<file path="config.mk">
export PLATFORM = sky130hd
export DESIGN_NAME = md_issue_ctrl
export DESIGN_NICKNAME = d
export VERILOG_FILES = /design/src/rtl/md_issue_pkg.sv /design/src/rtl/md_op_decode.sv /design/src/rtl/md_issue_ctrl.sv
export SDC_FILE = /design/constraint.sdc
export NUM_CORES = 1
export LEC_CHECK = 0
export BUFFER_PORTS_ARGS = -buffer_cell sky130_fd_sc_hd__buf_4
export CORE_MARGIN = 2
export CORE_UTILIZATION = 38
export DETAILED_ROUTE_END_ITERATION = 7
export PLACE_DENSITY = 0.78
export SKIP_CTS_REPAIR_TIMING = 1
export SLEW_MARGIN = 20
export SYNTH_ARGS = -nofsm -noshare
export SYNTH_HDL_FRONTEND = slang
export SYNTH_SLANG_ARGS = --single-unit
export TNS_END_PERCENT = 50
</file>
<file path="constraint.sdc">
create_clock -name clk -period 1.9 [get_ports clk]
set_input_delay 0.38 -clock clk [delete_from_list [all_inputs] [get_ports clk]]
set_output_delay 0.38 -clock clk [all_outputs]
set_load 0.05 [all_outputs]
</file>
<file path="src/rtl/md_issue_pkg.sv">
// Shared types and encodings for the M-extension issue controller and its decoder.
// Feature macro MD_DIV0_FASTPATH_EN is consumed by md_issue_ctrl, not by this package.
package md_issue_pkg;

  typedef enum logic [2:0] {
    IDLE     = 3'd0,
    ISSUE    = 3'd1,
    MUL_WAIT = 3'd2,
    DIV_WAIT = 3'd3,
    WB       = 3'd4
  } md_state_e;

  localparam logic [6:0] OPC_OP        = 7'b0110011;
  localparam logic [6:0] OPC_OP_32     = 7'b0111011;
  localparam logic [6:0] FUNCT7_MULDIV = 7'b0000001;

  localparam logic [1:0] MF_MUL    = 2'b00;
  localparam logic [1:0] MF_MULH   = 2'b01;
  localparam logic [1:0] MF_MULHU  = 2'b10;
  localparam logic [1:0] MF_MULHSU = 2'b11;

  localparam logic [1:0] DF_DIV  = 2'b00;
  localparam logic [1:0] DF_DIVU = 2'b01;
  localparam logic [1:0] DF_REM  = 2'b10;
  localparam logic [1:0] DF_REMU = 2'b11;

  // Everything about the outstanding op that must survive until writeback.
  typedef struct packed {
    logic       is_div;
    logic [1:0] func;
    logic       word_op;
  } md_op_t;

  // funct3 ordering of the multiplier ops differs from the unit's func code.
  function automatic logic [1:0] mult_func_enc(input logic [2:0] funct3);
    logic [1:0] enc;
    case (funct3[1:0])
      2'b00:   enc = MF_MUL;
      2'b01:   enc = MF_MULH;
      2'b10:   enc = MF_MULHSU;
      default: enc = MF_MULHU;
    endcase
    return enc;
  endfunction

  function automatic logic [1:0] div_func_enc(input logic [2:0] funct3);
    logic [1:0] enc;
    case (funct3[1:0])
      2'b00:   enc = DF_DIV;
      2'b01:   enc = DF_DIVU;
      2'b10:   enc = DF_REM;
      default: enc = DF_REMU;
    endcase
    return enc;
  endfunction

endpackage

</file>
<file path="src/rtl/md_op_decode.sv">
// Combinational M-extension classifier: opcode/funct3/funct7 to is_md, is_div, func, word_op.
// W-ops (opcode 0111011) are only recognised when XLEN is 64.
module md_op_decode
  import md_issue_pkg::*;
#(
  parameter int XLEN = 32
) (
  input  logic [6:0] opcode,
  input  logic [2:0] funct3,
  input  logic [6:0] funct7,
  output logic       is_md,
  output logic       is_div,
  output logic [1:0] func,
  output logic       word_op
);

  always_comb begin
    is_md   = 1'b0;
    word_op = 1'b0;
    is_div  = funct3[2];
    func    = funct3[2] ? div_func_enc(funct3) : mult_func_enc(funct3);
    if (funct7 == FUNCT7_MULDIV) begin
      if (opcode == OPC_OP) begin
        is_md = 1'b1;
      end else if ((XLEN == 64) && (opcode == OPC_OP_32)) begin
        // Only mulw and the four divide/remainder W forms exist.
        case (funct3)
          3'b000, 3'b100, 3'b101, 3'b110, 3'b111: begin
            is_md   = 1'b1;
            word_op = 1'b1;
          end
          default: ;
        endcase
      end
    end
  end

endmodule

</file>
<file path="src/rtl/md_issue_ctrl.sv">
// Issue/sequencing controller for the single outstanding multiply/divide op in D.
// Optional feature macro: MD_DIV0_FASTPATH_EN (divide-by-zero answered without the divider).
module md_issue_ctrl
  import md_issue_pkg::*;
#(
  parameter int XLEN           = 32,
  parameter int REG_ADDR_WIDTH = 5,
  parameter int CNT_WIDTH      = 32
) (
  input  logic                      clk,
  input  logic                      rst,
  input  logic                      instr_valid_D,
  input  logic                      flush_D,
  input  logic [6:0]                opcode_D,
  input  logic [2:0]                funct3_D,
  input  logic [6:0]                funct7_D,
  input  logic [REG_ADDR_WIDTH-1:0] rd_D,
  input  logic [REG_ADDR_WIDTH-1:0] rs1_D,
  input  logic [REG_ADDR_WIDTH-1:0] rs2_D,
  input  logic [XLEN-1:0]           rs1_val_E,
  input  logic [XLEN-1:0]           rs2_val_E,
  input  logic                      mult_done,
  input  logic                      div_done,
  output logic                      start_mult,
  output logic                      start_div,
  output logic [1:0]                mult_func,
  output logic [1:0]                div_func,
  output logic                      word_op,
  output logic                      md_busy,
  output logic                      stall_D,
  output logic                      md_wb_valid,
  output logic [REG_ADDR_WIDTH-1:0] md_wb_rd,
  output logic                      md_dz_valid,
  output logic [XLEN-1:0]           md_dz_result,
  output logic [CNT_WIDTH-1:0]      md_stall_cnt
);

  md_state_e                 state;
  md_op_t                    op_q;
  logic [REG_ADDR_WIDTH-1:0] md_rd;

  logic       dec_is_md;
  logic       dec_is_div;
  logic [1:0] dec_func;
  logic       dec_word_op;

  logic accept;
  logic raw_hit;
  logic div_zero;
  logic in_issue;
  logic in_wb;

  md_op_decode #(
    .XLEN(XLEN)
  ) u_decode (
    .opcode (opcode_D),
    .funct3 (funct3_D),
    .funct7 (funct7_D),
    .is_md  (dec_is_md),
    .is_div (dec_is_div),
    .func   (dec_func),
    .word_op(dec_word_op)
  );

  assign in_issue = (state == ISSUE);
  assign in_wb    = (state == WB);
  assign md_busy  = (state != IDLE);

  // In WB the result is already on the writeback path, so RAW against it clears a cycle early.
  assign raw_hit = (md_rd != '0) && ((rs1_D == md_rd) || (rs2_D == md_rd)) && !in_wb;
  assign stall_D = instr_valid_D && md_busy && (dec_is_md || raw_hit);
  assign accept  = instr_valid_D && dec_is_md && !flush_D && !stall_D && (state == IDLE);

  always_ff @(posedge clk or posedge rst) begin
    if (rst) begin
      state <= IDLE;
      op_q  <= '0;
      md_rd <= '0;
    end else begin
      case (state)
        IDLE: begin
          if (accept) begin
            state        <= ISSUE;
            op_q.is_div  <= dec_is_div;
            op_q.func    <= dec_func;
            op_q.word_op <= dec_word_op;
            md_rd        <= rd_D;
          end
        end
        ISSUE: begin
          if (op_q.is_div && div_zero) begin
            state <= WB;
          end else if (op_q.is_div) begin
            state <= DIV_WAIT;
          end else begin
            state <= MUL_WAIT;
          end
        end
        MUL_WAIT: if (mult_done) state <= WB;
        DIV_WAIT: if (div_done) state <= WB;
        WB:       state <= IDLE;
        default:  state <= IDLE;
      endcase
    end
  end

  assign start_mult  = in_issue && !op_q.is_div;
  assign start_div   = in_issue && op_q.is_div && !div_zero;
  assign mult_func   = (md_busy && !op_q.is_div) ? op_q.func : 2'b00;
  assign div_func    = (md_busy && op_q.is_div) ? op_q.func : 2'b00;
  assign word_op     = md_busy && op_q.word_op;
  assign md_wb_valid = in_wb;
  assign md_wb_rd    = in_wb ? md_rd : '0;

  always_ff @(posedge clk or posedge rst) begin
    if (rst) begin
      md_stall_cnt <= '0;
    end else if (stall_D && (md_stall_cnt != '1)) begin
      md_stall_cnt <= md_stall_cnt + CNT_WIDTH'(1);
    end
  end

`ifdef MD_DIV0_FASTPATH_EN
  logic            dz_q;
  logic [XLEN-1:0] dz_result_q;
  logic [XLEN-1:0] rem_result;

  // Remainder by zero returns the dividend; W forms sign-extend its low word.
  always_comb begin
    div_zero   = op_q.word_op ? (rs2_val_E[31:0] == 32'd0) : (rs2_val_E == '0);
    rem_result = rs1_val_E;
    if (op_q.word_op) begin
      rem_result       = {XLEN{rs1_val_E[31]}};
      rem_result[31:0] = rs1_val_E[31:0];
    end
  end

  always_ff @(posedge clk or posedge rst) begin
    if (rst) begin
      dz_q        <= 1'b0;
      dz_result_q <= '0;
    end else if (in_issue) begin
      dz_q        <= op_q.is_div && div_zero;
      dz_result_q <= op_q.func[1] ? rem_result : '1;
    end
  end

  assign md_dz_valid  = in_wb && dz_q;
  assign md_dz_result = md_dz_valid ? dz_result_q : '0;
`else
  logic unused_operands;

  assign div_zero        = 1'b0;
  assign md_dz_valid     = 1'b0;
  assign md_dz_result    = '0;
  assign unused_operands = ^{rs1_val_E, rs2_val_E};
`endif

endmodule

</file>
==> results.sh, run 1 <==
export IMPL_status="complete, but fails checks"
export IMPL_violations="negative setup slack"
export IMPL_final_max_slew_violation_count=0
export IMPL_setup_viol=16
export IMPL_rows=30
export IMPL_max_cap_violations=0
export IMPL_place_gp_congestion=0.8059
export IMPL_power_density_nw_per_um2=470.4
export IMPL_crit_family="simple AND/OR/NAND/NOR gates"
export IMPL_ys_seq_elements=43
export IMPL_grt_pass1_vias=2111
export IMPL_nNetsFinal=488
export IMPL_critPathCaptureType="output pin"
export IMPL_track_usage_pct=17.00
export IMPL_path_class="reg -> out"
export IMPL_worstReg2RegEnd="md_stall_cnt[1]$_DFFE_PP0P_"
export IMPL_cp_max_fo=3
export IMPL_via_per_inst=4.935
export IMPL_drtIter0Drc=95
export IMPL_post_drt_wl_per_cell_um=13.61
export IMPL_synth_ff_type="dfrtp_1"
export IMPL_chipHeight_um=86.80
export IMPL_min_period_ns=2.205
export IMPL_hold_viol=0
export IMPL_ant_nets=0
export IMPL_drive_above_1_share_pct=39.43
export IMPL_seq_area_frac_synth_pct=41.31
export IMPL_dp_hpwl_um=4881
export IMPL_port_buffers=83
export IMPL_globalRouteOverflowTotal=0
export IMPL_worst_slack_ns=-0.3050
export IMPL_pin_count=182
export IMPL_crit_buf_inv=2
export IMPL_syn_inst=263
export IMPL_firstDrtPassIters=4
export IMPL_fmax_ghz=0.4535
export IMPL_coreArea_um2=6719
export IMPL_place_ws_ns=-0.2024
export IMPL_reg2reg_from="md_rd[2]$_DFFE_PP0P_"
export IMPL_cts_reportedPaths_clkPinSlew_ns=0.08
export IMPL_antennaDiodeCount=0
export IMPL_drc=0
export IMPL_peakVddDrop_mv=0.2573
export IMPL_syn_mean_instance_area_um2=9.905
export IMPL_leakagePower_nw=1.806
export IMPL_grt_max_degree=44
export IMPL_synth_edff_count=0
export IMPL_dieArea_um2=7533
export IMPL_grt_antenna_before_repair=0
export IMPL_cp_slowest_cell="or4_4"
export IMPL_path_cells="or4_4 -> o21bai_1 -> a21o_1 -> a31oi_2 -> buf_6 -> buf_8"
export IMPL_root_buffer="clkbuf_8"
export IMPL_whs_ns=0.1566
export IMPL_final_cell_mix="buf_4, dfrtp_1, xnor2_1"
export IMPL_cts_tree="built"
export IMPL_ff2ff_path_depth=8
export IMPL_r2r_slack_ns=-0.16
export IMPL_yosys_cell_types_count=34
export IMPL_cp_start_kind="flop"
export IMPL_grt_pass1_wl_um=10030
export IMPL_initial_core_util_pct=38.77
export IMPL_layout_commonest_cell="buf_4"
export IMPL_clock_skew_ns=0.006731
export IMPL_cts_sinks=43
export IMPL_cp_required_ns=1.52
export IMPL_fin_crit_sh_pct=116.1
export IMPL_wl_um=6301
export IMPL_rsz0062_at_grt="yes"
export IMPL_slowest_delay_ns=0.53
export IMPL_syn_to_final_growth_pct=40.30
export IMPL_critPathArrivalTime_ns=1.82
export IMPL_min_path_type="in -> async"
export IMPL_numCtsBuffers=5
export IMPL_clockBufferDepth=2
export IMPL_clk_latency_ns=0.29
export IMPL_netlist_area_um2=2605
export IMPL_synthArstFlopShare_pct=100.0
export IMPL_dieWidth_um=86.80
export IMPL_num_vias=2285
export IMPL_synth_warnings=0
export IMPL_htreeDepth=2
[area by class of cell]
type	instances	area (um2)
fillers	588	3064
clock buffers	7	76.32
repair buffers	121	989.7
well taps	80	100.1
flip-flops and latches	43	1080
multi-input cells	208	1394
inverters	4	15.01
[tightest hold or removal path: stages]
cell	delay (ns)
buf_4	0.11
inv_1	0.09
buf_12	0.25
[per-layer routing]
layer | share of wire [%] | GRT usage, %
met1 | 40 | 22.40
met2 | 52 | 27.41
met3 | 4.2 | 2.667
met4 | 3.1 | 7.813
met5 | 0 | 0
[how the worst max path moves through the flow]
| stage | depth (start not counted) | slack [ns] | endpoint | from |
|---|---|---|---|---|
| final | 6 | -0.30 | stall_D | md_rd[2]$_DFFE_PP0P_ |
| after floorplan | 1 | -0.48 | start_div | state[0]$_DFFE_PP0P_ |
| after detailed placement | 7 | -0.20 | stall_D | funct7_D[1] |
| after CTS | 7 | -0.40 | stall_D | md_rd[2]$_DFFE_PP0P_ |
| after global routing | 6 | -0.37 | stall_D | md_rd[2]$_DFFE_PP0P_ |
| after global placement | 7 | -0.17 | stall_D | funct7_D[4] |
[where the power goes]
group          switching (mW)  internal (mW)
registers            0.000157          0.914
clock network           0.298          0.254
logic                   0.188         0.0649
[through the flow]
step / setup TNS (ns) / utilization [%] / instances / power [mW] / cell area [um2]
floorplan: -9.300 / - / 296 / 1.165 / 2743
global placement: -3.871 / 51.45 / 453 / 1.183 / 3457
detailed placement: -5.699 / 51.45 / 453 / 1.187 / 3457
CTS: -1.991 / 52.59 / 460 / 1.737 / 3533
global route: -3.906 / 54.39 / 463 / 1.799 / 3655
finish: -1.005 / 54.39 / 463 / 1.719 / 3655
[synth_stat cells (all sizes together) (5+ instances only)]
library cell	n	area share [%]
nor3	5	0.96
mux2	9	3.9
xnor2	35	12
xor2	6	2.0
nand2	12	1.7
nand4	25	6.0
dfrtp	43	41
and3	13	3.1
and2	9	2.2
nand3	19	3.7
nor2	14	2.0
buf	40	11
[sequential cells by signal, summed over array words and instances (netlist names)]
register,flops
md_stall_cnt,32
md_rd,5
op_q,3
state,3
[logic make-up (layout without fill, tap and decap cells)]
family	count (synthesis)	count (layout)	synth area share, %
compound gates	9	9	2.354
xor+xnor	41	41	13.78
fa+ha+maj	3	3	1.441
buf+inv	45	132	11.96
flops	43	43	41.31
mux	9	9	3.891
other cells	1	34	0.1440
simple gates	112	112	25.12
Note: power is estimated with default switching activity, not from simulation.
==> run 2: changes to the inputs <==
--- a/config.mk
+++ b/config.mk
@@ -5,7 +5,8 @@
 export SDC_FILE = /design/constraint.sdc
 export NUM_CORES = 1
 export LEC_CHECK = 0
-export BUFFER_PORTS_ARGS = -buffer_cell sky130_fd_sc_hd__buf_4
+export BUFFER_PORTS_ARGS = -buffer_cell sky130_fd_sc_hd__buf_2
+export CORE_ASPECT_RATIO = 0.7
 export CORE_MARGIN = 2
 export CORE_UTILIZATION = 38
 export DETAILED_ROUTE_END_ITERATION = 7
==> run 2 against run 1 <==
Effect of this change:
- the flow still finishes with violations (negative setup slack)
- worst hold slack better by 0.031 ns
- power up 8.5%
- final area down 0.10%
- largest cell class unchanged
- highest routed layer unchanged
- largest power group unchanged
- first-iteration DRC count up 18%
- critical endpoint unchanged
- die area up 0.14%
- sequential share of layout area about the same
- clock skew up 0.011 ns
- sequential power about the same
- fmax down 0.79%
- wire length up 3.2%
==> results.sh, run 2 (same netlist as run 1, synthesis figures left out) <==
export IMPL_firstDrtPassIters=4
export IMPL_regMostFlops="md_stall_cnt"
export IMPL_largestRegisters="md_stall_cnt: 32 flops, md_rd: 5 flops"
export IMPL_switching_share_pct=27.81
export IMPL_dieWidth_um=103.0
export IMPL_place_gp_congestion=0.8158
export IMPL_grt_antenna_before_repair=0
export IMPL_initial_core_util_pct=38.92
export IMPL_fillers=611
export IMPL_rows=25
export IMPL_root_buffer="clkbuf_8"
export IMPL_peakVddDrop_mv=0.2699
export IMPL_power_switching_mw=0.5188
export IMPL_seq_power_share_pct=49.0
export IMPL_cp_start_kind="flop"
export IMPL_critPathCaptureType="output pin"
export IMPL_max_cap_violations=0
export IMPL_cts_tree="built"
export IMPL_pin_count=182
export IMPL_worst_slew_pin_slew_ns=0.5550
export IMPL_status="complete, but fails checks"
export IMPL_slowest_delay_ns=0.53
export IMPL_total_power_mw=1.866
export IMPL_grt_max_degree=44
export IMPL_clockBufferDepth=2
export IMPL_track_usage_pct=17.38
export IMPL_setup_tns_final_ns=-2.027
export IMPL_multi_input_area_um2=1465
export IMPL_ff2ff_path_depth=10
export IMPL_violations="negative setup slack"
export IMPL_clkPwrFrac_pct=38.8
export IMPL_chipHeight_um=73.27
export IMPL_path_cells="or4_4 -> o21bai_1 -> a21o_1 -> a31oi_2 -> buf_6 -> buf_8"
export IMPL_drive_above_1_share_pct=43.91
export IMPL_wl_um=6505
export IMPL_worstReg2RegEnd="md_stall_cnt[29]$_DFFE_PP0P_"
export IMPL_r2r_slack_ns=-0.11
export IMPL_dp_hpwl_um=4902
export IMPL_ant_nets=0
export IMPL_critPathArrivalTime_ns=1.84
export IMPL_setup_viol=26
export IMPL_htreeDepth=2
export IMPL_rsz0062_at_grt="yes"
export IMPL_path_class="reg -> out"
export IMPL_clock_skew_ns=0.01773
export IMPL_reg2reg_from="md_rd[2]$_DFFE_PP0P_"
export IMPL_cp_max_fo=5
export IMPL_final_area_um2=3651
export IMPL_dieArea_um2=7544
export IMPL_cp_slowest_cell="or4_4"
export IMPL_drc=0
export IMPL_p_comb_share_pct=12.2
export IMPL_worst_slack_ns=-0.3226
export IMPL_final_cell_mix="buf_2, buf_4, dfrtp_1"
export IMPL_place_inst=473
export IMPL_cts_reportedPaths_clkPinSlew_ns=0.08
export IMPL_grt_pass1_wl_um=10160
export IMPL_cp_required_ns=1.52
export IMPL_num_vias=2302
export IMPL_port_buffers=83
export IMPL_coreArea_um2=6694
export IMPL_post_drt_wl_per_cell_um=13.33
export IMPL_clk_latency_ns=0.31
export IMPL_layout_commonest_cell="buf_2"
export IMPL_hold_viol=0
export IMPL_worst_slew_margin_rel_pct=63.00
export IMPL_globalRouteOverflowTotal=0
export IMPL_power_density_nw_per_um2=511.0
export IMPL_seqCellArea_um2=1079
export IMPL_final_core_util_pct=54.54
export IMPL_numCtsBuffers=5
export IMPL_grt_pass1_vias=2180
export IMPL_final_cell_count_no_fill=488
export IMPL_fin_crit_sh_pct=117.0
export IMPL_via_per_inst=4.717
export IMPL_cts_sinks=43
export IMPL_largest_reg_flops=32
export IMPL_antennaDiodeCount=0
export IMPL_fmax_ghz=0.4499
export IMPL_min_period_ns=2.223
export IMPL_syn_to_final_growth_pct=40.15
export IMPL_leakagePower_nw=1.879
export IMPL_min_path_type="in -> async"
export IMPL_placed_area_um2=3287
export IMPL_internal_power_mw=1.347
export IMPL_drtIter0Drc=112
export IMPL_nNetsFinal=498
export IMPL_final_max_slew_violation_count=0
[run 2: how the worst max path moves through the flow]
stage / from / cells past startpoint / endpoint
6_report: md_rd[2]$_DFFE_PP0P_ / 6 / stall_D
3_5_place_dp: opcode_D[3] / 7 / stall_D
3_3_place_gp: funct7_D[1] / 7 / stall_D
4_1_cts: md_rd[3]$_DFFE_PP0P_ / 6 / stall_D
5_1_grt: md_rd[2]$_DFFE_PP0P_ / 6 / stall_D
2_1_floorplan: state[0]$_DFFE_PP0P_ / 1 / start_div
[run 2: cell type report]
cell class / instances / area share (%)
clock buffer: 5 / 1.885
sequential: 43 / 29.54
multi-input combinational: 208 / 40.13
inverter: 4 / 0.4112
clock inverter: 3 / 1.199
timing repair buffer: 131 / 23.61
tap: 94 / 3.221
[run 2: critical path, delay by kind of cell (launching register included)]
family / cells / cell delay, ns
AOI/OAI and AO/OA: 3 / 0.33
and+or+nand+nor: 1 / 0.53
DFF: 1 / 0.38
buffers and inverters: 2 / 0.29
[run 2: routing by layer]
| layer | part of all wire (%) | GRT usage, % |
|---|---|---|
| met1 | 46 | 23.89 |
| met2 | 47 | 26.91 |
| met3 | 5.5 | 3.901 |
| met4 | 1.8 | 6.725 |
| met5 | 0 | 0 |
[run 2: power by group through the flow]
stage	clock [mW]	sequential (mW)	combinational, mW
after floorplan	0	0.933	0.232
after global placement	0	0.933	0.226
after CTS	0.739	0.914	0.228
after global routing	0.771	0.915	0.245
final	0.724	0.915	0.227
after detailed placement	0	0.933	0.228
[run 2: per-stage QoR]
stage               hold slack (ns)  worst slack (ns)
detailed placement           0.4832           -0.2340
finish                       0.1881           -0.3226
global route                 0.2607           -0.4246
CTS                          0.2156           -0.4365
global placement             0.4698           -0.1916
floorplan                    0.4859           -0.4795
==> run 3: changes to the inputs <==
==> constraint.sdc (replaced) <==
create_clock -name clk -period 1.83 [get_ports clk]
set_input_delay 0.366 -clock clk [delete_from_list [all_inputs] [get_ports clk]]
set_output_delay 0.366 -clock clk [all_outputs]
set_load 0.05 [all_outputs]
==> run 3 against run 2 <==
Effect of this change:
- the flow still finishes with violations (negative setup slack)
- critical path depth unchanged
- global-route usage decreased by 0.075 points
- sequential share of layout area is 0.94 points lower
- flip-flop and latch count stayed put
- count of clock-buffer cells in the layout rose by 1
- utilization increased by 1.8 points
- largest cell class unchanged
==> results.sh, run 3 (same netlist as run 1, synthesis figures left out) <==
export IMPL_initial_core_util_pct=38.92
export IMPL_dieWidth_um=103.0
export IMPL_cp_required_ns=1.46
export IMPL_cts_sinks=43
export IMPL_cp_slowest_cell="or4_4"
export IMPL_cts_reportedPaths_clkPinSlew_ns=0.09
export IMPL_drc=0
export IMPL_port_buffers=83
export IMPL_coreArea_um2=6694
export IMPL_leakagePower_nw=1.915
export IMPL_power_density_nw_per_um2=524.4
export IMPL_globalRouteOverflowTotal=0
export IMPL_firstDrtPassIters=5
export IMPL_placed_area_um2=3359
export IMPL_wl_um=6668
export IMPL_hold_viol=0
export IMPL_rsz0062_at_grt="yes"
export IMPL_slowest_delay_ns=0.54
export IMPL_pin_count=182
export IMPL_grt_antenna_before_repair=0
export IMPL_violations="negative setup slack"
export IMPL_peakVddDrop_mv=0.4083
export IMPL_critPathArrivalTime_ns=1.84
export IMPL_final_max_slew_violation_count=0
export IMPL_regMostFlops="md_stall_cnt"
export IMPL_final_area_um2=3771
export IMPL_rows=25
export IMPL_numCtsBuffers=5
export IMPL_root_buffer="clkbuf_8"
export IMPL_path_class="reg -> out"
export IMPL_htreeDepth=2
export IMPL_max_cap_violations=0
export IMPL_clk_latency_ns=0.31
export IMPL_critPathCaptureType="output pin"
export IMPL_post_drt_wl_per_cell_um=13.53
export IMPL_grt_pass1_vias=2248
export IMPL_drtIter0Drc=117
export IMPL_fin_crit_sh_pct=120.7
export IMPL_fmax_ghz=0.4529
export IMPL_clock_skew_ns=0.01405
export IMPL_clockBufferDepth=2
export IMPL_drive_above_1_share_pct=45.11
export IMPL_antennaDiodeCount=0
export IMPL_worst_slack_ns=-0.3780
export IMPL_final_cell_mix="buf_2, buf_4, dfrtp_1"
export IMPL_via_per_inst=4.716
export IMPL_dp_hpwl_um=4930
export IMPL_setup_tns_final_ns=-4.376
export IMPL_whs_ns=0.1152
export IMPL_nNetsFinal=503
export IMPL_min_period_ns=2.208
export IMPL_grt_max_degree=44
export IMPL_grt_pass1_wl_um=10210
export IMPL_setup_viol=42
export IMPL_cts_tree="built"
export IMPL_cp_start_kind="flop"
export IMPL_largest_reg_flops=32
export IMPL_total_power_mw=1.978
export IMPL_syn_to_final_growth_pct=44.76
export IMPL_layout_commonest_cell="buf_2"
export IMPL_dieArea_um2=7544
export IMPL_status="complete, but fails checks"
export IMPL_track_usage_pct=17.31
export IMPL_ant_nets=0
export IMPL_final_core_util_pct=56.34
export IMPL_num_vias=2325
export IMPL_largestRegisters="md_stall_cnt: 32 flops, md_rd: 5 flops"
export IMPL_path_cells="or4_4 -> o21bai_1 -> a21o_1 -> a31oi_2 -> buf_6 -> buf_8"
export IMPL_place_gp_congestion=0.8244
export IMPL_chipHeight_um=73.27
export IMPL_min_path_type="in -> async"
export IMPL_cp_max_fo=5
## run 3: changes by cell type in the layout (fill, tap and decap cells not counted), sizes merged
cell / delta
buf: +8
clkbuf: -2
clkinv: -2
inv: +1
## run 3: path summary, 6_finish.rpt
| kind | start | endpoint | slack, ns | cells after the start |
|---|---|---|---|---|
| min in group clk | rd_D[1] | md_rd[1]$_DFFE_PP0P_ | 0.29 | 2 |
| max reg2reg | md_rd[1]$_DFFE_PP0P_ | md_stall_cnt[27]$_DFFE_PP0P_ | -0.18 | 9 |
| min | rst | md_stall_cnt[20]$_DFFE_PP0P_ | 0.12 | 3 |
| max in group asynchronous | rst | md_stall_cnt[0]$_DFFE_PP0P_ | 1.48 | 3 |
| max | md_rd[1]$_DFFE_PP0P_ | stall_D | -0.38 | 6 |
| min reg2reg | md_stall_cnt[14]$_DFFE_PP0P_ | md_stall_cnt[14]$_DFFE_PP0P_ | 0.50 | 1 |
## run 3: per-layer routing
metal / share of wire, % / track usage, % / wire (um)
met1: 47 / 24.20 / 3121
met2: 47 / 25.61 / 3144
met3: 4.4 / 4.662 / 291
met4: 1.6 / 6.871 / 110
met5: 0 / 0 / 0
## run 3: final cells by class
cell class,instances,area (um2)
timing repair buffer,136,949.7
clock inverter,2,38.79
fill,601,2923
multi-input combinational,208,1489
clock buffer,6,82.58
inverter,4,15.01
tap,94,117.6
sequential,43,1079
## run 3: critical path, delay by kind of cell, from the launching register on
family | cells | cell delay, ns
and+or+nand+nor | 1 | 0.54
DFF | 1 | 0.38
AOI/OAI and AO/OA | 3 | 0.33
buffers and inverters | 2 | 0.28
## run 3: report_power, final
part	total, mW	switching (mW)	internal [mW]
sequential	0.949	0.000155	0.949
clock	0.787	0.338	0.449
combinational	0.241	0.195	0.0458
total	1.98	0.534	1.44
## run 3: metrics by stage
step           std cells  setup WS, ns
6_report             493       -0.3780
5_1_grt              493       -0.4810
4_1_cts              489       -0.4680
3_5_place_dp         481       -0.2455
3_3_place_gp         481       -0.1948
2_1_floorplan        296       -0.5355
